`src/rtl/mini68k_pkg.sv`:
```
// Shared SR bit positions, exception vector numbers and sequencer state encoding.
// Constants and one pure helper; no latency or backpressure of its own.
package mini68k_pkg;

  localparam int SR_S        = 13;
  localparam int SR_T        = 15;
  localparam int SR_IMASK_HI = 10;
  localparam int SR_IMASK_LO = 8;

  localparam logic [7:0] VEC_ILLEGAL   = 8'd4;
  localparam logic [7:0] VEC_PRIV      = 8'd8;
  localparam logic [7:0] VEC_TRACE     = 8'd9;
  localparam logic [7:0] VEC_AUTO_BASE = 8'd24;
  localparam logic [7:0] VEC_TRAP_BASE = 8'd32;

  typedef enum logic [2:0] {
    ST_IDLE,
    ST_SAVE,
    ST_SETSR,
    ST_PUSHPC,
    ST_PUSHSR,
    ST_VEC,
    ST_POPSR,
    ST_POPPC
  } exc_state_e;

  // SR value on exception entry: supervisor on, trace off, interrupts raise the mask.
  function automatic logic [15:0] entry_sr(input logic [15:0] sr,
                                           input logic        is_int,
                                           input logic [2:0]  lvl);
    logic [15:0] r;
    r       = sr;
    r[SR_S] = 1'b1;
    r[SR_T] = 1'b0;
    if (is_int) r[SR_IMASK_HI:SR_IMASK_LO] = lvl;
    return r;
  endfunction

endpackage

```
`src/rtl/mini68k_exc_seq_prio.sv`:
```
// Combinational boundary arbitration: illegal > trap > rte > trace > interrupt (trace only with MINI68K_EXC_TRACE_EN).
// Zero latency; no backpressure, the sequencer only consults take_o while idle.
module mini68k_exc_prio
  import mini68k_pkg::*;
(
  input  logic       insn_boundary_i,
  input  logic       illegal_req_i,
  input  logic       trap_req_i,
  input  logic [3:0] trap_num_i,
  input  logic       rte_req_i,
  input  logic [2:0] ipl_i,
  input  logic [2:0] imask_i,
  input  logic       sr_s_i,
  input  logic       sr_t_i,
  output logic       take_o,
  output logic [7:0] vec_o,
  output logic       is_int_o,
  output logic       is_rte_o,
  output logic [2:0] lvl_o
);

  logic int_pend;

  // Level 7 is non-maskable; lower levels must exceed the current mask.
  assign int_pend = (ipl_i == 3'd7) || (ipl_i > imask_i);

  always_comb begin
    take_o   = 1'b0;
    vec_o    = 8'd0;
    is_int_o = 1'b0;
    is_rte_o = 1'b0;
    lvl_o    = ipl_i;
    if (insn_boundary_i) begin
      if (illegal_req_i) begin
        take_o = 1'b1;
        vec_o  = VEC_ILLEGAL;
      end else if (trap_req_i) begin
        take_o = 1'b1;
        vec_o  = VEC_TRAP_BASE + {4'd0, trap_num_i};
      end else if (rte_req_i) begin
        take_o = 1'b1;
        if (sr_s_i) is_rte_o = 1'b1;
        else        vec_o    = VEC_PRIV;
`ifdef MINI68K_EXC_TRACE_EN
      end else if (sr_t_i) begin
        take_o = 1'b1;
        vec_o  = VEC_TRACE;
`endif
      end else if (int_pend) begin
        take_o   = 1'b1;
        vec_o    = VEC_AUTO_BASE + {5'd0, ipl_i};
        is_int_o = 1'b1;
      end
    end
  end

`ifndef MINI68K_EXC_TRACE_EN
  logic unused_sr_t;
  assign unused_sr_t = sr_t_i;
`endif

endmodule

```
`src/rtl/mini68k_exc_seq.sv`:
```
// Exception/interrupt entry and RTE sequencer, sole SR writer; trace vector 9 only with MINI68K_EXC_TRACE_EN.
// Latency: SR write 2 cycles after accept, then one handshake per stack/vector access; mem_* held until mem_ack, requests ignored while busy.
module mini68k_exc_seq
  import mini68k_pkg::*;
#(
  parameter int                ADDR_W   = 24,
  parameter logic [ADDR_W-1:0] VBR_BASE = '0
) (
  input  logic              clk,
  input  logic              rst_n,
  input  logic              insn_boundary,
  input  logic              illegal_req,
  input  logic              trap_req,
  input  logic [3:0]        trap_num,
  input  logic              rte_req,
  input  logic [2:0]        ipl,
  input  logic [31:0]       cur_pc,
  input  logic [15:0]       sr_out,
  output logic [15:0]       sr_in,
  output logic              sr_we,
  input  logic [ADDR_W-1:0] ssp,
  output logic [ADDR_W-1:0] ssp_nxt,
  output logic              ssp_we,
  output logic              mem_req,
  output logic              mem_we,
  output logic [ADDR_W-1:0] mem_addr,
  output logic [31:0]       mem_wdata,
  input  logic              mem_ack,
  input  logic [31:0]       mem_rdata,
  output logic              pc_load,
  output logic [31:0]       pc_new,
  output logic              busy,
  output logic              int_ack,
  output logic [2:0]        int_ack_lvl
);

  exc_state_e        state_q;
  logic [15:0]       sr_save_q;
  logic [31:0]       pc_save_q;
  logic [7:0]        vec_q;
  logic              is_int_q;
  logic [2:0]        lvl_q;
  logic [ADDR_W-1:0] sp_q;

  logic [15:0]       sr_in_q;
  logic              sr_we_q, ssp_we_q, mem_req_q, mem_we_q, pc_load_q, busy_q, int_ack_q;
  logic [ADDR_W-1:0] ssp_nxt_q, mem_addr_q;
  logic [31:0]       mem_wdata_q, pc_new_q;
  logic [2:0]        int_ack_lvl_q;

  logic              take_w, is_int_w, is_rte_w;
  logic [7:0]        vec_w;
  logic [2:0]        lvl_w;

  logic [ADDR_W-1:0] sp_dn_d, sp_up_d, vec_addr_d;

  mini68k_exc_prio u_prio (
    .insn_boundary_i (insn_boundary),
    .illegal_req_i   (illegal_req),
    .trap_req_i      (trap_req),
    .trap_num_i      (trap_num),
    .rte_req_i       (rte_req),
    .ipl_i           (ipl),
    .imask_i         (sr_out[SR_IMASK_HI:SR_IMASK_LO]),
    .sr_s_i          (sr_out[SR_S]),
    .sr_t_i          (sr_out[SR_T]),
    .take_o          (take_w),
    .vec_o           (vec_w),
    .is_int_o        (is_int_w),
    .is_rte_o        (is_rte_w),
    .lvl_o           (lvl_w)
  );

  // The stack pointer is tracked locally so back-to-back pushes never see a stale ssp input.
  assign sp_dn_d    = sp_q - ADDR_W'(4);
  assign sp_up_d    = sp_q + ADDR_W'(4);
  assign vec_addr_d = VBR_BASE + ADDR_W'({vec_q, 2'b00});

  always_ff @(posedge clk or negedge rst_n) begin
    if (!rst_n) begin
      state_q       <= ST_IDLE;
      sr_save_q     <= 16'h2700;
      pc_save_q     <= 32'd0;
      vec_q         <= 8'd0;
      is_int_q      <= 1'b0;
      lvl_q         <= 3'd0;
      sp_q          <= '0;
      sr_in_q       <= 16'd0;
      sr_we_q       <= 1'b0;
      ssp_nxt_q     <= '0;
      ssp_we_q      <= 1'b0;
      mem_req_q     <= 1'b0;
      mem_we_q      <= 1'b0;
      mem_addr_q    <= '0;
      mem_wdata_q   <= 32'd0;
      pc_load_q     <= 1'b0;
      pc_new_q      <= 32'd0;
      busy_q        <= 1'b0;
      int_ack_q     <= 1'b0;
      int_ack_lvl_q <= 3'd0;
    end else begin
      sr_we_q   <= 1'b0;
      ssp_we_q  <= 1'b0;
      pc_load_q <= 1'b0;
      int_ack_q <= 1'b0;
      case (state_q)
        ST_IDLE: if (take_w) begin
          busy_q    <= 1'b1;
          sr_save_q <= sr_out;
          pc_save_q <= cur_pc;
          vec_q     <= vec_w;
          is_int_q  <= is_int_w;
          lvl_q     <= lvl_w;
          sp_q      <= ssp;
          state_q   <= is_rte_w ? ST_POPSR : ST_SAVE;
        end
        ST_SAVE: begin
          sr_we_q   <= 1'b1;
          sr_in_q   <= entry_sr(sr_save_q, is_int_q, lvl_q);
          int_ack_q <= is_int_q;
          if (is_int_q) int_ack_lvl_q <= lvl_q;
          state_q   <= ST_SETSR;
        end
        ST_SETSR: state_q <= ST_PUSHPC;
        // Memory states: first cycle launches the request, then hold until ack.
        ST_PUSHPC, ST_PUSHSR: begin
          if (!mem_req_q) begin
            mem_req_q   <= 1'b1;
            mem_we_q    <= 1'b1;
            mem_addr_q  <= sp_dn_d;
            mem_wdata_q <= (state_q == ST_PUSHPC) ? pc_save_q : {16'h0000, sr_save_q};
          end else if (mem_ack) begin
            mem_req_q <= 1'b0;
            ssp_we_q  <= 1'b1;
            ssp_nxt_q <= sp_dn_d;
            sp_q      <= sp_dn_d;
            state_q   <= (state_q == ST_PUSHPC) ? ST_PUSHSR : ST_VEC;
          end
        end
        ST_VEC: begin
          if (!mem_req_q) begin
            mem_req_q  <= 1'b1;
            mem_we_q   <= 1'b0;
            mem_addr_q <= vec_addr_d;
          end else if (mem_ack) begin
            mem_req_q <= 1'b0;
            pc_load_q <= 1'b1;
            pc_new_q  <= mem_rdata;
            busy_q    <= 1'b0;
            state_q   <= ST_IDLE;
          end
        end
        ST_POPSR, ST_POPPC: begin
          if (!mem_req_q) begin
            mem_req_q  <= 1'b1;
            mem_we_q   <= 1'b0;
            mem_addr_q <= sp_q;
          end else if (mem_ack) begin
            mem_req_q <= 1'b0;
            ssp_we_q  <= 1'b1;
            ssp_nxt_q <= sp_up_d;
            sp_q      <= sp_up_d;
            if (state_q == ST_POPSR) begin
              sr_save_q <= mem_rdata[15:0];
              state_q   <= ST_POPPC;
            end else begin
              sr_we_q   <= 1'b1;
              sr_in_q   <= sr_save_q;
              pc_load_q <= 1'b1;
              pc_new_q  <= mem_rdata;
              busy_q    <= 1'b0;
              state_q   <= ST_IDLE;
            end
          end
        end
        default: state_q <= ST_IDLE;
      endcase
    end
  end

  assign sr_in       = sr_in_q;
  assign sr_we       = sr_we_q;
  assign ssp_nxt     = ssp_nxt_q;
  assign ssp_we      = ssp_we_q;
  assign mem_req     = mem_req_q;
  assign mem_we      = mem_we_q;
  assign mem_addr    = mem_addr_q;
  assign mem_wdata   = mem_wdata_q;
  assign pc_load     = pc_load_q;
  assign pc_new      = pc_new_q;
  assign busy        = busy_q;
  assign int_ack     = int_ack_q;
  assign int_ack_lvl = int_ack_lvl_q;

endmodule
```
`config.mk`:
```
export PLATFORM = sky130hd
export DESIGN_NAME = mini68k_exc_seq
export DESIGN_NICKNAME = d
export VERILOG_FILES = /design/src/rtl/mini68k_pkg.sv /design/src/rtl/mini68k_exc_seq_prio.sv /design/src/rtl/mini68k_exc_seq.sv
export SDC_FILE = /design/constraint.sdc
export NUM_CORES = 1
export LEC_CHECK = 0
export CORE_MARGIN = 2
export CORE_UTILIZATION = 41
export CTS_CLUSTER_DIAMETER = 30
export DETAILED_ROUTE_END_ITERATION = 10
export GPL_TIMING_DRIVEN = 1
export PLACE_DENSITY = 0.73
export SLEW_MARGIN = 0
export SYNTH_ARGS = -nofsm -noshare
export SYNTH_HDL_FRONTEND = slang
export SYNTH_SLANG_ARGS = --single-unit
```
`constraint.sdc`:
```
create_clock -name clk -period 6.67 [get_ports clk]
set_input_delay 0.667 -clock clk [delete_from_list [all_inputs] [get_ports clk]]
set_output_delay 0.667 -clock clk [all_outputs]
set_load 0.1 [all_outputs]
```
==> results of run 1 <==
flip-flops by register name (all words and copies together) (netlist names), 3 cells and up:
| name | cells |
|---|---|
| mem_wdata | 32 |
| pc_new | 32 |
| pc_save_q | 32 |
| mem_addr | 24 |
| sp_q | 24 |
| ssp_nxt | 24 |
| sr_in | 16 |
| sr_save_q | 16 |
| vec_q | 6 |
| int_ack_lvl | 3 |
| lvl_q | 3 |
| state_q | 3 |
placed cells by master (no fill, tap or decap), types with 6 or more instances in the layout:
master / n
a21oi_1: 27
a221o_1: 13
a22o_1: 6
a22oi_1: 7
a31oi_1: 25
buf_4: 12
bufinv_16: 7
clkbuf_16: 47
clkdlybuf4s50_1: 254
clkinv_2: 6
clkinvlp_4: 7
dfrtp_1: 218
inv_1: 12
inv_6: 7
mux2_2: 37
mux2i_1: 23
nand2_1: 338
nand3_1: 37
nand4_1: 7
nor2_1: 53
nor3_1: 25
o21a_1: 6
o21ai_0: 66
o21ai_1: 7
or3_1: 7
xnor2_1: 18
xor2_1: 7
routing by layer:
layer,vias to the layer above,wire [um],track usage [%]
li1,4351,-,-
met1,4527,13700,33.5
met2,425,14900,38.2
met3,78,2850,6.40
met4,0,1300,11.1
met5,-,0,0
Yosys cell counts, drive strengths merged, types with 3 or more instances:
library cell / n / share of area, %
dfstp: 4 / 1.0
a21oi: 27 / 1.3
nand2: 339 / 12
o221ai: 4 / 0.34
a22oi: 7 / 0.51
o21ai: 73 / 3.5
a21o: 4 / 0.29
dfrtp: 218 / 53
xnor2: 18 / 1.5
a211oi: 3 / 0.27
o32ai: 5 / 0.42
a22o: 6 / 0.51
o211ai: 4 / 0.29
nand4: 7 / 0.42
nor3: 25 / 1.2
inv: 12 / 0.43
nor3b: 3 / 0.27
a221oi: 4 / 0.34
ha: 5 / 0.60
and3: 3 / 0.18
buf: 17 / 0.76
xor2: 7 / 0.59
nand3: 39 / 1.9
nor4: 6 / 0.54
o21a: 6 / 0.43
or3: 8 / 0.53
clkbuf: 67 / 2.4
nor2: 55 / 2.0
nand2b: 4 / 0.24
or2: 4 / 0.24
a221o: 13 / 1.3
a31oi: 25 / 1.5
o22ai: 6 / 0.42
mux2: 37 / 4.0
mux2i: 23 / 2.2
and2: 3 / 0.18
a32oi: 3 / 0.25
a2bb2oi: 3 / 0.25
or4: 5 / 0.47
per-stage QoR:
step | hold slack [ns] | cell area [um2] | util (%)
after floorplan | 0.371 | 10400 | -
after global placement | 0.453 | 13100 | 52.4
after detailed placement | 0.459 | 13100 | 52.4
after CTS | 0.232 | 14800 | 59.1
after global routing | 0.263 | 14800 | 59.1
final | 0.191 | 14800 | 59.1
critical path: cells and delay by family, from the launching register on:
kind	cells	cell delay [ns]
and+or+nand+nor	3	0.83
buffers and inverters	1	0.41
AOI/OAI and AO/OA	2	1.07
DFF	1	0.76
layout make-up:
cell class	instances	area (um2)
tap	330	413
sequential	222	5560
timing repair buffer	267	2650
fill	2114	10200
multi-input combinational	802	4460
clock buffer	53	1230
inverter	12	45.0
clock inverter	34	430
cell families (layout without fill, tap and decap cells):
family / Yosys count / after routing
flip-flops: 222 / 222
multiplexers: 60 / 60
buffers and inverters: 96 / 366
AO/OA/AOI/OAI: 205 / 205
XOR/XNOR: 25 / 25
adder cells (fa/ha/maj): 5 / 5
AND/OR/NAND/NOR: 507 / 507
worst max path at each step:
| stage | start | to | cells past startpoint | slack (ns) |
|---|---|---|---|---|
| after floorplan | mem_req$_DFFE_PN0P_ | sp_q[11]$_DFFE_PN0P_ | 8 | 4.17 |
| after global placement | ipl[0] | sp_q[16]$_DFFE_PN0P_ | 9 | 3.20 |
| after detailed placement | ipl[0] | sp_q[16]$_DFFE_PN0P_ | 9 | 3.17 |
| after CTS | mem_req$_DFFE_PN0P_ | mem_req | 1 | 3.56 |
| after global routing | state_q[2]$_DFFE_PN0P_ | sr_save_q[13]$_DFFE_PN1P_ | 6 | 3.25 |
| final | state_q[2]$_DFFE_PN0P_ | sr_save_q[4]$_DFFE_PN0P_ | 6 | 3.52 |
==> results.toml, run 1 <==
[critical_path]
crit_chain = "nand2_1 > buf_4 > nor2_1 > a22o_1 > nor2_1 > a31oi_1"
ff2ff_path_depth = 6
start_kind = "flop"
crit_slowest_cell = "a22o_1"
critPathRequiredTime_ns = 7.11
cp_max_fo = 32
cp_common_cell = "nor2_1"
critPathMaxStageDelay_ns = 0.86
crit_path_end_kind = "flop"
worst_ep_arrival_time_ns = 3.60
r2r_setup_slack_ns = 3.52
r2r-end = "sr_save_q[4]$_DFFE_PN0P_"
timing.rr.start = "state_q[2]$_DFFE_PN0P_"
crit_type = "flop to flop"

[clock_tree]
post-cts-setup-buffer-count = 0
cts_tree = "built"
insertion_delay_ns = 0.54
clk_transition_reported_paths_ns = 0.05
cts_buffers = 47
clock-root-buffer = "clkbuf_16"
cts_hold_buf = 0
clockBufferDepth = 3
cts-htree-levels = 2
cts_sinks = 222
cts_resized = 0

[synth]
synth_cell_types = 61
syn_area_um2 = 10400
yosys.area_share.xor_xnor_pct = 2.11
synth_edf_count = 0
async_reset_ff_share_pct = 100
yosys.area_share.adder_pct = 0.603
synth_compound_area_share_pct = 12.9
synth_top_family_by_area = "simple AND/OR/NAND/NOR gates"
synth_area_per_cell_um2 = 9.26
synth_mux_area_share_pct = 6.24
syn-num-nets = 1243
netlist_instances = 1120
synth_top_flop_cell = "dfrtp_1"
yosysSeqAreaShare_pct = 53.6
yosys_warnings = 0
yosys.area_share.simple_pct = 20.9
ys_ff_latch = 222

[drt]
ant_nets = 0
drcViolationCount = 0
dr_total_vias = 9381
drt-wirelength-per-cell_um = 19.1
viasPerCell = 5.45
drt_pass1_iterations = 5
routed_wl_um = 32800
drtIter0Drc = 883

[timing]
drv_slew = 0
slew_headroom_pct = 27.7
hold_viol_final = 0
rsz0062_at_grt = "false"
skew_ns = 0.0235
setup_tns_ns = 0
fin_crit_sh_pct = 47.2
setup_ws_ns = 3.52
tightest_slew_ns = 1.08
timing.fmax_mhz = 317
setup_viol = 0
fin_crit_ns = 3.15

[die]
num_io_pins = 256
die_w_um = 163
fp.dieH_um = 163
core_area_um2 = 25000
dieArea_um2 = 26600
rows = 58
initial_utilization_pct = 41.4

[grt]
track_usage_pct = 24.9
grt_max_degree = 106
grt_pass1_vias = 9480
grt_first_pass_wirelength_um = 51900
antenna_found_initial = 0
globalRouteOverflowTotal = 0

[layout]
fin_cells = 1720
drive_gt1_share_pct = 11.4
antenna_cells = 0
fin_nets = 1475
area_growth_pct = 42.5

[placed_design]
io_buffers = 255
dp_cells = 1633
dp_hpwl_um = 22500
gp_congestion = 0.919
dpl_worst_slack_ns = 3.17

[run]
drv_cap = 0

[status]
status = "finished, final reports clean"

[worst_hold_path]
hold_class = "input pin to async pin"
Power of run 1 is left out: the tool's default activity adds up to more than one toggle a clock period on the data nets, which glitch-free logic cannot reach.
==> run 2, diff against run 1 <==
- clock period: 6.67 -> 2.9 ns (I/O delays scaled with it)
==> results.toml, run 2 (synthesized netlist as in run 1, its figures left out) <==
[layout]
final_core_util_pct = 59.2
final_cell_mix = "338 x nand2_1, 218 x dfrtp_1, 185 x buf_4"
drive_gt1_share_pct = 23.6
antenna_cells = 0
n_fill_cell = 2159
final_area_um2 = 14800
area_growth_pct = 42.9
fin_nets = 1517
final_common_cell = "nand2_1"

[timing]
skew_ns = 0.0123
tightest_slew_ns = 0.802
hold_viol_final = 0
setup_viol = 0
slew_headroom_pct = 46.5
setup_ws_ns = 0.219
drv_slew = 0
rsz0062_at_grt = "false"
fin_crit_ns = 2.68
timing.fmax_mhz = 373
fin_crit_sh_pct = 92.4
setup_tns_ns = 0

[die]
fp.dieH_um = 163
num_io_pins = 256
core_area_um2 = 25000
rows = 58
die_w_um = 163
dieArea_um2 = 26600
initial_utilization_pct = 41.4

[drt]
viasPerCell = 5.38
drcViolationCount = 0
ant_nets = 0
dr_total_vias = 9478
drt_pass1_iterations = 5
drt-wirelength-per-cell_um = 18.9
routed_wl_um = 33200
drtIter0Drc = 716

[worst_hold_path]
hold_class = "input pin to flop"

[grt]
grt_pass1_vias = 9578
grt_first_pass_wirelength_um = 52200
grt_max_degree = 74
antenna_found_initial = 0
globalRouteOverflowTotal = 0
track_usage_pct = 25.1

[critical_path]
critPathRequiredTime_ns = 3.31
crit_chain = "ha_1 > nand4_1 > or4_1 > o2bb2ai_1 > nand3_1 > a21oi_1 > nor3_1"
start_kind = "flop"
cp_max_fo = 7
crit_slowest_cell = "or4_1"
worst_ep_arrival_time_ns = 3.10
crit_type = "flop to flop"
critPathMaxStageDelay_ns = 0.64
crit_path_end_kind = "flop"

[clock_tree]
clock-root-buffer = "clkbuf_16"
clockBufferDepth = 3
insertion_delay_ns = 0.54
cts_hold_buf = 1
cts_tree = "built"
cts_resized = 0
clk_transition_reported_paths_ns = 0.05
cts-htree-levels = 2
cts_buffers = 48
post-cts-setup-buffer-count = 0
cts_sinks = 222

[status]
status = "finished, final reports clean"

[placed_design]
io_buffers = 255
place_area_um2 = 13100
dp_hpwl_um = 23700
gp_congestion = 0.908
dpl_worst_slack_ns = 0.125

[run]
drv_cap = 0
==> run 2: path summary, 6_finish.rpt <==
path	start	endpoint	slack [ns]	depth (start not counted)
hold reg to reg	mem_wdata[19]$_DFFE_PN0P_	mem_wdata[19]$_DFFE_PN0P_	0.47	2
max in group asynchronous	rst_n	sp_q[10]$_DFFE_PN0P_	1.71	3
setup reg to reg	sp_q[3]$_DFFE_PN0P_	sp_q[16]$_DFFE_PN0P_	0.22	7
hold / removal	cur_pc[9]	pc_save_q[9]$_DFFE_PN0P_	0.28	3
min in group asynchronous	rst_n	ssp_nxt[13]$_DFFE_PN0P_	0.29	2
setup / recovery	sp_q[3]$_DFFE_PN0P_	sp_q[16]$_DFFE_PN0P_	0.22	7
==> run 2: layer usage <==
| layer | share of wire [%] | up-vias | routed length, um | track usage, % |
|---|---|---|---|---|
| li1 | - | 4418 | - | - |
| met1 | 42 | 4553 | 13900 | 34.0 |
| met2 | 46 | 438 | 15200 | 38.7 |
| met3 | 8.8 | 69 | 2920 | 6.35 |
| met4 | 3.5 | 0 | 1170 | 10.3 |
| met5 | 0 | - | 0 | 0 |
==> run 2: cell type report <==
class                   count  area (um2)  share of cell area (%)
inverters                  12        45.0                   0.304
well taps                 330         413                    2.78
clock inverters            33         384                    2.59
multi-input cells         802        4460                    30.1
clock buffers              55        1290                    8.69
flip-flops and latches    222        5560                    37.5
repair buffers            308        2680                    18.0
==> run 2: critical path, delay by kind of cell (launching register included) <==
family	cells	cell delay (ns)
AND/OR/NAND/NOR	4	1.14
AO/OA/AOI/OAI	2	0.63
flip-flops	1	0.49
adder cells (fa/ha/maj)	1	0.29
==> run 2: per-stage QoR <==
step                std cells  hold WS [ns]
floorplan                1120      -0.00559
global placement         1673         0.295
detailed placement       1673         0.307
CTS                      1762         0.257
global route             1762         0.268
finish                   1762         0.279
Power of run 2 is left out for the same reason.
